`src/rtl/counter_ud_trig_pkg.sv`:
```
// Shared counter types and the modulo next-value helper used by counter blocks.
package counter_pkg;

    typedef enum logic {
        DIR_DOWN = 1'b0,
        DIR_UP   = 1'b1
    } dir_e;

    // Widest counter the helper supports.
    localparam int unsigned CNT_MAX_W = 32;

    // Modulo step. Callers zero-extend to CNT_MAX_W and truncate the result.
    // The count only moves by one and never leaves 0..modulus-1, so the
    // truncated result equals the WIDTH-bit result.
    function automatic logic [CNT_MAX_W-1:0] next_count(
        input logic [CNT_MAX_W-1:0] count,
        input dir_e                 dir,
        input logic [CNT_MAX_W:0]   modulus
    );
        logic [CNT_MAX_W-1:0] top;
        logic [CNT_MAX_W-1:0] nxt;
        top = CNT_MAX_W'(modulus - (CNT_MAX_W+1)'(1));
        if (dir == DIR_UP) begin
            nxt = (count == top) ? '0 : count + CNT_MAX_W'(1);
        end else begin
            nxt = (count == '0) ? top : count - CNT_MAX_W'(1);
        end
        return nxt;
    endfunction

endpackage

```
`src/rtl/counter_ud_trig_if.sv`:
```
// Control/status bundle of the up/down trigger counter.
interface counter_ud_trig_if #(
    parameter int WIDTH = 8
);
    logic             n_en;
    logic             up;
    logic             n_ld;
    logic [WIDTH-1:0] ld_val;
    logic [WIDTH-1:0] count;
    logic [WIDTH-1:0] trig_out;
    logic             tc;

    modport master (
        output n_en, up, n_ld, ld_val,
        input  count, trig_out, tc
    );

    modport slave (
        input  n_en, up, n_ld, ld_val,
        output count, trig_out, tc
    );
endinterface

```
`src/rtl/counter_ud_trig_trig_gen.sv`:
```
// Combinational carry/borrow pulse and wrap detection for one count step.
module counter_trig_gen
    import counter_pkg::*;
#(
    parameter int WIDTH = 8
) (
    input  logic [WIDTH-1:0] count,
    input  logic [WIDTH-1:0] next,
    input  dir_e             dir,
    output logic [WIDTH-1:0] trig,
    output logic             wrap
);

    // Up: bits falling 1->0 carried; down: bits rising 0->1 borrowed.
    // A single step only goes backwards in value when it wraps.
    always_comb begin
        trig = '0;
        wrap = 1'b0;
        if (dir == DIR_UP) begin
            trig = count & ~next;
            wrap = (next < count);
        end else begin
            trig = ~count & next;
            wrap = (next > count);
        end
    end

endmodule

```
`src/rtl/counter_ud_trig.sv`:
```
// Up/down modulo counter with synchronous load, per-bit carry/borrow pulses
// and a terminal-count pulse; all outputs registered.
module counter_ud_trig
    import counter_pkg::*;
#(
    parameter int WIDTH   = 8,
    parameter int MODULUS = 2**WIDTH
) (
    input  logic                clk,
    input  logic                n_rst,
    counter_ud_trig_if.slave    bus
);

    localparam logic [WIDTH-1:0]   TOP     = WIDTH'(MODULUS - 1);
    localparam logic [CNT_MAX_W:0] MOD_EXT = (CNT_MAX_W+1)'(MODULUS);

    logic [WIDTH-1:0] count_q;
    logic [WIDTH-1:0] trig_q;
    logic             tc_q;
    logic [WIDTH-1:0] next;
    logic [WIDTH-1:0] trig;
    logic             wrap;
    logic [WIDTH-1:0] ld_clamped;
    dir_e             dir;

    // Direction decode, next value and clamped load value.
    always_comb begin
        dir        = bus.up ? DIR_UP : DIR_DOWN;
        next       = WIDTH'(next_count(CNT_MAX_W'(count_q), dir, MOD_EXT));
        ld_clamped = (bus.ld_val > TOP) ? TOP : bus.ld_val;
    end

    counter_trig_gen #(
        .WIDTH (WIDTH)
    ) u_trig_gen (
        .count (count_q),
        .next  (next),
        .dir   (dir),
        .trig  (trig),
        .wrap  (wrap)
    );

    // State update: load over count over hold; pulses only on a count step.
    always_ff @(posedge clk or negedge n_rst) begin
        if (!n_rst) begin
            count_q <= '0;
            trig_q  <= '0;
            tc_q    <= 1'b0;
        end else if (!bus.n_ld) begin
            count_q <= ld_clamped;
            trig_q  <= '0;
            tc_q    <= 1'b0;
        end else if (!bus.n_en) begin
            count_q <= next;
            trig_q  <= trig;
            tc_q    <= wrap;
        end else begin
            trig_q  <= '0;
            tc_q    <= 1'b0;
        end
    end

    assign bus.count    = count_q;
    assign bus.trig_out = trig_q;
    assign bus.tc       = tc_q;

endmodule

```
`src/flat_wrapper.sv`:
```
// flat-port wrapper written by rule: the top's interface ports become plain ports
module counter_ud_trig_flat import counter_pkg::*;
#(
    parameter int WIDTH   = 8,
    parameter int MODULUS = 2**WIDTH
)
  (clk, n_rst, bus_n_en, bus_up, bus_n_ld, bus_ld_val, bus_count, bus_trig_out, bus_tc);
  counter_ud_trig_if #(.WIDTH(WIDTH)) bus_i ();
  input  logic clk;
  input  logic n_rst;
  input wire logic [$bits(bus_i.n_en)-1:0] bus_n_en;
  input wire logic [$bits(bus_i.up)-1:0] bus_up;
  input wire logic [$bits(bus_i.n_ld)-1:0] bus_n_ld;
  input wire logic [$bits(bus_i.ld_val)-1:0] bus_ld_val;
  output wire logic [$bits(bus_i.count)-1:0] bus_count;
  output wire logic [$bits(bus_i.trig_out)-1:0] bus_trig_out;
  output wire logic [$bits(bus_i.tc)-1:0] bus_tc;
  assign bus_i.n_en = bus_n_en;
  assign bus_i.up = bus_up;
  assign bus_i.n_ld = bus_n_ld;
  assign bus_i.ld_val = bus_ld_val;
  assign bus_count = bus_i.count;
  assign bus_trig_out = bus_i.trig_out;
  assign bus_tc = bus_i.tc;
  counter_ud_trig #(.WIDTH(WIDTH), .MODULUS(MODULUS)) u_core (.clk(clk), .n_rst(n_rst), .bus(bus_i));
endmodule
```
`config.mk`:
```
export PLATFORM = sky130hd
export DESIGN_NAME = counter_ud_trig_flat
export DESIGN_NICKNAME = d
export VERILOG_FILES = /design/src/rtl/counter_ud_trig_pkg.sv /design/src/rtl/counter_ud_trig_if.sv /design/src/rtl/counter_ud_trig_trig_gen.sv /design/src/rtl/counter_ud_trig.sv /design/src/flat_wrapper.sv
export SDC_FILE = /design/constraint.sdc
export NUM_CORES = 1
export LEC_CHECK = 0
export CAP_MARGIN = 15
export CORE_MARGIN = 2
export CORE_UTILIZATION = 47
export CTS_BUF_LIST = sky130_fd_sc_hd__clkbuf_8 sky130_fd_sc_hd__clkbuf_16
export CTS_CLUSTER_DIAMETER = 200
export DETAILED_ROUTE_END_ITERATION = 10
export PLACE_DENSITY = 0.76
export REMOVE_ABC_BUFFERS = 1
export SYNTH_ARGS = -nofsm -noshare
export SYNTH_HDL_FRONTEND = slang
export SYNTH_SLANG_ARGS = --single-unit
```
`constraint.sdc`:
```
create_clock -name clk -period 3.05 [get_ports clk]
set_clock_uncertainty 0.05 [all_clocks]
set_input_delay 0.61 -clock clk [delete_from_list [all_inputs] [get_ports clk]]
set_output_delay 0.61 -clock clk [all_outputs]
set_load 0.02 [all_outputs]
```
==> reports/results.tsv, run 1 <==
metric	value	unit
endpoints failing setup	0	
hold depth	2	
Min-Delay Path Class	register to register	
Yosys top cell by area	dfrtp_1	
clk root buf	clkbuf_8	
clock buffer depth	2	
DRT Wirelength	4.221	mm
commonest non-fill, non-tap cell in the layout	buf_4	
clock buffer count from CTS	3	
Max Cap Viol	0	
die span in y	61.18	µm
Rows	20	
fraction of layout instances using a drive strength above 1	0.2208	
EDFF count, synth	0	
R2R Path Start	u_core.bus.count[4]$_DFFE_PN0P_	
post-synth top area share	0.2769	
final cell count without fillers	275	
Total GRT Usage	0.2415	
Initial DRC Count	126	
setup repair after global routing missed its margin	false	
endpoint class of the critical path	register	
CP Launch Type	register	
PwrDens	405.8	nW/µm²
post-synthesis sequential area ratio	0.2769	
Vias per Instance	5.505	
Area after DPL	2043	µm²
worst skew pair latency	0.26	ns
R2R depth	10	
Top Ports	30	
CTS clk-pin slew, worst paths	0.07	ns
Final period util	0.9726	
port bufs	29	
GRT Residual Overflow	0	
Finished Cell Area	2106	µm²
Final HPWL DP	3.284	mm
slew margin rel.	0.4582	
dominant synthesized flop cell	dfrtp_1	
Crit Path Max Fanout	2	
Synth cell types	50	
worst vdd ir	0.0002366	V
cells after synthesis	177	
Syn. warnings	0	
CP Data Arrival Time	3.11	ns
area grow syn2layout	37.05	%
critical path type	register to register	
initial antenna violation count	0	
Synth Register Bits	17	
1st-pass router iterations	4	
Die Wd	61.18	µm
nets	263	
# diodes	0	
die area	3742	µm²
ys async rst share	1.000	
hold_ws	0.5337	ns
Clock H-tree levels	1	
post-route ant nets	0	
commonest non-fill, non-tap cells in the layout	buf_4 (33), clkdlybuf4s50_1 (28), nor2_1 (19)	
CTS tree	yes	
Syn Std Cell Area	1536	µm²
Least-Margin Pin Slew	0.8101	ns
first-pass GRT wire length	6.610	mm
placed cell count	271	
starting density of the core	0.4992	
post-DR wirelength/cell	15.35	µm
vias in the first global route	1362	
CTS sink count	17	
final core occ	0.6841	
fin. max-slew vios	0	
crit path from	u_core.bus.count[4]$_DFFE_PN0P_	
Max Clock Freq	337.1	MHz
Mapped Avg Cell Area	8.681	µm²
Period minus WS final	2.967	ns
CP Data Required Time	3.19	ns
top cells by area, synth	dfrtp_1 (28%), ha_1 (15%), mux2i_1 (5.9%), a21oi_1 (4.9%), nor2_1 (4.6%)	
largest net degree at the start of global routing	19	
via count	1514	
core box area	3078	µm²
routability-driven placement congestion ratio	0.9024	
endpoints failing hold	0	
HP Start	u_core.bus.count[0]$_DFFE_PN0P_	
status	completed	
DRC viols	0	
leak pwr	0.9753	nW
kinds of logic after synthesis:
kind of cell / count (synthesis) / synth area share
muxes: 10 / 0.06596
buffers and inverters: 28 / 0.09528
xor gates and xnor gates: 3 / 0.01710
DFF: 17 / 0.2769
and+or+nand+nor: 59 / 0.2117
adders and majority gates: 18 / 0.1466
AOI/OAI and AO/OA: 42 / 0.1865
layer usage:
metal | share of wire | global-route usage | wire, µm | vias up
met2 | 0.46 | 0.3723 | 1943 | 53
met4 | 0.021 | 0.1087 | 87 | 0
met1 | 0.44 | 0.3474 | 1866 | 702
met5 | 0 | 0 | 0 | -
met3 | 0.077 | 0.01261 | 324 | 7
li1 | - | - | - | 752
report_power, final:
group          internal, mW  switching [mW]
clock network        0.0898          0.0842
registers             0.245          0.0151
logic                 0.203           0.217
worst max-delay path: stages (launching register included):
cell      delay [ns]
dfrtp_1         0.38
or4_4           0.55
o311ai_1        0.29
o41ai_1         0.14
or2_2           0.35
ha_4            0.30
nand4_1         0.13
a31oi_1         0.17
a211oi_1        0.08
or3_1           0.34
a21oi_1         0.12
flip-flops by register name, indices dropped and copies added, names as in the netlist:
signal / cells
u_core.bus.trig_out: 8
u_core.bus.count: 8
u_core.bus.tc: 1
worst paths after layout:
| path | to | slack [ns] |
|---|---|---|
| setup / recovery | u_core.bus.tc$_DFF_PN0_ | 0.08 |
| hold / removal | u_core.bus.trig_out[0]$_DFF_PN0_ | 0.53 |
| setup reg to reg | u_core.bus.tc$_DFF_PN0_ | 0.08 |
| hold reg to reg | u_core.bus.trig_out[0]$_DFF_PN0_ | 0.53 |
| max in group asynchronous | u_core.bus.count[0]$_DFFE_PN0P_ | 1.63 |
| min in group asynchronous | u_core.bus.trig_out[1]$_DFF_PN0_ | 0.76 |
layout make-up:
| type | instances | area (µm²) |
|---|---|---|
| multi-input combinational | 132 | 982.2 |
| fill | 260 | 972.2 |
| timing repair buffer | 62 | 536.8 |
| sequential | 17 | 426.7 |
| inverter | 16 | 60.06 |
| tap | 44 | 55.05 |
| clock buffer | 3 | 41.29 |
| clock inverter | 1 | 3.754 |
through the flow:
step           setup slack, ns  power [mW]  setup TNS, ns
2_1_floorplan         -0.02947      0.4771       -0.02947
3_3_place_gp           -0.2948      0.6637        -0.2948
3_5_place_dp           -0.3549      0.6734        -0.3549
4_1_cts                0.03810      0.8494              0
5_1_grt                0.02457      0.9072              0
6_report               0.08346      0.8545              0
cell usage after synthesis, types with 5 or more instances:
| cell | number |
|---|---|
| ha_1 | 18 |
| nand4_1 | 5 |
| mux2i_1 | 9 |
| nor2_1 | 19 |
| a21oi_1 | 15 |
| nand3_1 | 10 |
| dfrtp_1 | 17 |
| clkbuf_1 | 5 |
| o21ai_0 | 5 |
| inv_1 | 16 |
what timing repair did:
item                                    CTS  global route
endpoints found under the hold margin     0             0
resized for setup                         2             5
hold buffers                              0             0
endpoints found under the setup margin    1             1
setup buffers                             0             0
No activity file was read; power rests on OpenSTA's default activity.
==> inputs of run 2 (changes only) <==
--- a/config.mk
+++ b/config.mk
@@ -9,7 +9,7 @@
 export CORE_MARGIN = 2
 export CORE_UTILIZATION = 47
 export CTS_BUF_LIST = sky130_fd_sc_hd__clkbuf_8 sky130_fd_sc_hd__clkbuf_16
-export CTS_CLUSTER_DIAMETER = 200
+export CTS_CLUSTER_DIAMETER = 30
 export DETAILED_ROUTE_END_ITERATION = 10
 export PLACE_DENSITY = 0.76
 export REMOVE_ABC_BUFFERS = 1
==> results of run 2 <==
No change in the layout: final DEF, timing and power equal those of run 1.
